### src/rtl/seg7_capture.sv
// Collects active-low seven-segment digit patterns into a DIGITS-wide BCD result.
// Hands the result or a decode error to the consumer and holds it until out_ack.
module seg7_capture #(
    parameter int unsigned DIGITS = 2
) (
    input  logic                  clk,
    input  logic                  reset,
    input  logic [6:0]            seg_in,
    input  logic                  seg_valid,
    output logic                  seg_ready,
    input  logic                  clear,
    input  logic                  out_ack,
    output logic [4*DIGITS-1:0]   bcd_out,
    output logic                  out_valid,
    output logic                  err,
    output logic [2:0]            digit_count
);

    localparam int unsigned BCD_W      = 4 * DIGITS;
    localparam logic [2:0]  LAST_COUNT = 3'(DIGITS);

    typedef enum logic [1:0] {
        S_IDLE,
        S_COLLECT,
        S_DONE,
        S_ERROR
    } state_e;

    state_e             state_q, state_d;
    logic [BCD_W-1:0]   acc_q, acc_d;
    logic [BCD_W-1:0]   bcd_q, bcd_d;
    logic               valid_q, valid_d;
    logic               err_q, err_d;
    logic               ready_q, ready_d;
    logic [2:0]         count_q, count_d;

    logic [3:0]         digit_c;
    logic               digit_ok_c;
    logic [BCD_W-1:0]   acc_shift_c;
    logic [2:0]         count_inc_c;

    // Pattern decoder; anything outside the ten digit shapes is rejected.
    always_comb begin
        digit_c    = 4'd0;
        digit_ok_c = 1'b1;
        case (seg_in)
            7'b1000000: digit_c = 4'd0;
            7'b1111001: digit_c = 4'd1;
            7'b0100100: digit_c = 4'd2;
            7'b0110000: digit_c = 4'd3;
            7'b0011001: digit_c = 4'd4;
            7'b0010010: digit_c = 4'd5;
            7'b0000010: digit_c = 4'd6;
            7'b1111000: digit_c = 4'd7;
            7'b0000000: digit_c = 4'd8;
            7'b0010000: digit_c = 4'd9;
            default:    digit_ok_c = 1'b0;
        endcase
    end

    // Truncating the concatenation drops the oldest nibble and works for DIGITS=1.
    assign acc_shift_c = BCD_W'({acc_q, digit_c});
    assign count_inc_c = 3'(count_q + 3'd1);

    // Next-state and output-register logic.
    always_comb begin
        state_d = state_q;
        acc_d   = acc_q;
        bcd_d   = bcd_q;
        valid_d = valid_q;
        err_d   = err_q;
        count_d = count_q;

        case (state_q)
            S_IDLE, S_COLLECT: begin
                if (clear) begin
                    state_d = S_IDLE;
                    acc_d   = '0;
                    count_d = 3'd0;
                end else if (seg_valid) begin
                    if (!digit_ok_c) begin
                        state_d = S_ERROR;
                        err_d   = 1'b1;
                        acc_d   = '0;
                        count_d = 3'd0;
                    end else begin
                        acc_d   = acc_shift_c;
                        count_d = count_inc_c;
                        if (count_inc_c == LAST_COUNT) begin
                            state_d = S_DONE;
                            bcd_d   = acc_shift_c;
                            valid_d = 1'b1;
                        end else begin
                            state_d = S_COLLECT;
                        end
                    end
                end
            end
            S_DONE, S_ERROR: begin
                if (out_ack) begin
                    state_d = S_IDLE;
                    valid_d = 1'b0;
                    err_d   = 1'b0;
                    count_d = 3'd0;
                    acc_d   = '0;
                end
            end
            default: state_d = S_IDLE;
        endcase

        ready_d = (state_d == S_IDLE) || (state_d == S_COLLECT);
    end

    always_ff @(posedge clk) begin
        if (reset) begin
            state_q <= S_IDLE;
            acc_q   <= '0;
            bcd_q   <= '0;
            valid_q <= 1'b0;
            err_q   <= 1'b0;
            ready_q <= 1'b1;
            count_q <= 3'd0;
        end else begin
            state_q <= state_d;
            acc_q   <= acc_d;
            bcd_q   <= bcd_d;
            valid_q <= valid_d;
            err_q   <= err_d;
            ready_q <= ready_d;
            count_q <= count_d;
        end
    end

    assign seg_ready   = ready_q;
    assign bcd_out     = bcd_q;
    assign out_valid   = valid_q;
    assign err         = err_q;
    assign digit_count = count_q;

endmodule

### config.mk
export PLATFORM = sky130hd
export DESIGN_NAME = seg7_capture
export DESIGN_NICKNAME = d
export VERILOG_FILES = /design/src/rtl/seg7_capture.sv
export SDC_FILE = /design/constraint.sdc
export NUM_CORES = 1
export LEC_CHECK = 0
export CORE_ASPECT_RATIO = 1.4
export CORE_MARGIN = 5
export CORE_UTILIZATION = 45
export CTS_BUF_LIST = sky130_fd_sc_hd__clkbuf_8
export CTS_CLUSTER_SIZE = 12
export DETAILED_ROUTE_END_ITERATION = 6
export HOLD_SLACK_MARGIN = 0.15
export PLACE_DENSITY_LB_ADDON = 0.12
export SYNTH_ARGS = -nofsm -noshare
export SYNTH_HDL_FRONTEND = slang
export SYNTH_SLANG_ARGS = --single-unit
### constraint.sdc
create_clock -name clk -period 5.46 [get_ports clk]
set_input_delay 1.092 -clock clk [delete_from_list [all_inputs] [get_ports clk]]
set_output_delay 1.092 -clock clk [all_outputs]
set_load 0.02 [all_outputs]
==> impl_metrics.tcl <==
set metrics [dict create \
    status "completed" \
    endpoint_kind "flop" \
    total_power_uw 275 \
    syn-instance-count 119 \
    h-tree-depth 1 \
    grt_max_degree 25 \
    drive_above_1_share 0.0972 \
    cts_resized 0 \
    cts_buffer_depth 2 \
    synth_area_per_cell_um2 9.00 \
    fin_crit_ns 2.91 \
    clock_latency_ns 0.25 \
    slew_violations 0 \
    crit_required_ns 5.60 \
    cts_setup_buffers 0 \
    grt-ovfl-total 0 \
    holdPathStages 2 \
    grt_pass1_vias 914 \
    viasPerCell 5.71 \
    fin_worst_skew_ns 0.00606 \
    drtIter0Drc 38 \
    synthAdderAreaFrac 0.0234 \
    stdcell_area_mm2 0.00137 \
    crit_fanout 8 \
    die_w_um 51.2 \
    synth_mux_area_frac 0.0607 \
    grt_setup_unrepaired "no" \
    ys_types 38 \
    drc_errors 0 \
    nets 159 \
    num_rows 21 \
    critical_path_class "in -> reg" \
    maxCapViolCount 0 \
    io_pins 26 \
    syn-cell-area_mm2 0.00107 \
    wl_per_cell_um 14.8 \
    worstRegToRegCells 6 \
    antenna_found_initial 0 \
    ctsHoldBuffers 0 \
    synth_xor_area_frac 0.00818 \
    max-vdd-ir-drop_uv 129 \
    setup_violations 0 \
    ant_nets 0 \
    max_freq_ghz 0.343 \
    cts_tree "built" \
    port_buffers 25 \
    synth_seq_cells 19 \
    tightest_slew_ns 0.880 \
    yosys.area_share.simple 0.291 \
    tns_ns 0 \
    cp.arrival_ns 3.05 \
    first_pass_iters 4 \
    place_area_mm2 0.00133 \
    p_per_area_mw_per_mm2 200 \
    initial_core_util 0.458 \
    yosysWarnings 0 \
    gr-usage-all-layers 0.154 \
    finalCritPeriodShare 0.534 \
    clkTransAtPathRegs_ns 0.07 \
    grt_pass1_wl_um 4020 \
    p_leak_uw 0.000460 \
    fillerInstances 226 \
    cts_sinks 19 \
    die_area_mm2 0.00347 \
    finalHoldViolCount 0 \
    core_mm2 0.00234 \
    critPathLaunchType "primary input" \
    ys_seq_area_frac 0.355 \
    diodes 0 \
    place_congestion 0.786 \
    cts_buffers 3 \
    synth_top_family_by_area "simple AND/OR/NAND/NOR gates" \
    timing.slew.headroom 0.408 \
    cts-root-buf "clkbuf_8" \
    vias 953 \
    die_h_um 67.7 \
    syn-num-nets 133 \
    area_growth_pct 28.3 \
    synth_compound_area_frac 0.234 \
    drt_wl_total_um 2470 \
    hold_path_class "reg -> reg" \
    post-dp-hpwl_um 1840 \
]
-- cell usage after synthesis --
cell type | instances | share of area
and2_1 | 2 | 0.012
nand2b_1 | 16 | 0.093
o21ai_2 | 1 | 0.0082
a211o_1 | 1 | 0.0082
inv_1 | 2 | 0.0070
ha_1 | 2 | 0.023
a21o_1 | 1 | 0.0070
nand2_1 | 11 | 0.039
o21ai_0 | 2 | 0.0093
a22oi_1 | 5 | 0.035
or3b_2 | 1 | 0.0082
a221oi_1 | 1 | 0.0082
o31a_1 | 1 | 0.0082
o31ai_1 | 3 | 0.021
nand3b_1 | 1 | 0.0070
nand3_1 | 1 | 0.0047
buf_6 | 1 | 0.011
a221o_2 | 1 | 0.011
nor3b_2 | 1 | 0.012
or3_4 | 2 | 0.021
mux2_4 | 1 | 0.014
clkbuf_1 | 3 | 0.011
a21oi_4 | 1 | 0.015
a221oi_2 | 1 | 0.014
a21oi_1 | 6 | 0.028
nand4b_1 | 1 | 0.0082
dfxtp_1 | 19 | 0.36
and3_1 | 1 | 0.0058
a2111oi_4 | 1 | 0.026
mux2i_1 | 5 | 0.047
xor2_1 | 1 | 0.0082
o22ai_1 | 1 | 0.0058
a22o_1 | 1 | 0.0082
nor3_1 | 4 | 0.019
nor2_1 | 9 | 0.032
nor2b_1 | 4 | 0.023
a211oi_1 | 3 | 0.021
nor3b_1 | 1 | 0.0070
-- through the flow --
stage	setup slack, ns	hold slack, ns	util	cells
3_5_place_dp	2.31	0.454	0.568	163
6_report	2.55	0.464	0.587	167
2_1_floorplan	2.90	0.452	-	119
5_1_grt	2.49	0.491	0.587	167
4_1_cts	2.56	0.471	0.587	167
3_3_place_gp	2.36	0.447	0.568	163
-- sequential cells by signal, summed over array words and instances, names as in the netlist --
register,cells
digit_count,3
state_q,1
out_valid,1
err,1
bcd_out,8
acc_q,4
seg_ready,1
-- cells in the final DEF (no fill, tap or decap), types with 2 or more instances in the layout --
cell type,instances
ha_1,2
clkdlybuf4s50_1,25
or3_4,2
o21ai_0,2
a211oi_1,3
o31ai_1,3
nor2_1,9
nor2b_1,4
and2_1,2
nor3_1,4
inv_1,2
nand2b_1,16
mux2i_1,5
a21oi_1,6
dfxtp_1,19
nand2_1,11
clkbuf_8,3
a22oi_1,5
-- area by class of cell --
cell class,count,area (um^2),area share
Sequential cell,19,380,0.277
Inverter,2,7.51,0.00546
Clock inverter,1,5.00,0.00364
Tap cell,23,28.8,0.0209
Timing Repair Buffer,25,250,0.182
Clock buffer,3,41.3,0.0301
Multi-Input combinational cell,94,661,0.481
-- final timing paths --
check                       from          to  slack [ns]
setup / recovery       seg_in[0]  bcd_out[3]        2.55
hold / removal               err         err        0.46
setup reg to reg  digit_count[0]  bcd_out[3]        3.78
hold reg to reg              err         err        0.46
-- power breakdown --
part | total [uW] | switching, uW | internal [uW]
sequential | 141 | 0.988 | 140
combinational | 37.8 | 20.7 | 17.1
clock | 95.9 | 45.3 | 50.6
total | 275 | 67.0 | 208
-- critical path: stages --
cell,delay (ns)
clkdlybuf4s50_1,0.59
or3_4,0.44
nor3_1,0.22
a22o_1,0.28
o21ai_2,0.13
mux2_4,0.30
-- kinds of logic (layout without fill, tap and decap cells) --
group | after synthesis | count (layout)
multiplexers | 6 | 6
adder cells (fa/ha/maj) | 2 | 2
XOR/XNOR | 1 | 1
AND/OR/NAND/NOR | 55 | 55
buffers and inverters | 6 | 31
AO/OA/AOI/OAI | 30 | 30
flip-flops | 19 | 19
-- routing by layer --
layer / vias to the layer above / part of all wire / global-route usage
li1: 476 / - / -
met1: 453 / 0.43 / 0.177
met2: 22 / 0.53 / 0.282
met3: 2 / 0.032 / 0.0309
met4: 0 / 0.0085 / 0.0525
met5: - / 0 / 0
Note: power is estimated with default switching activity, not from simulation.
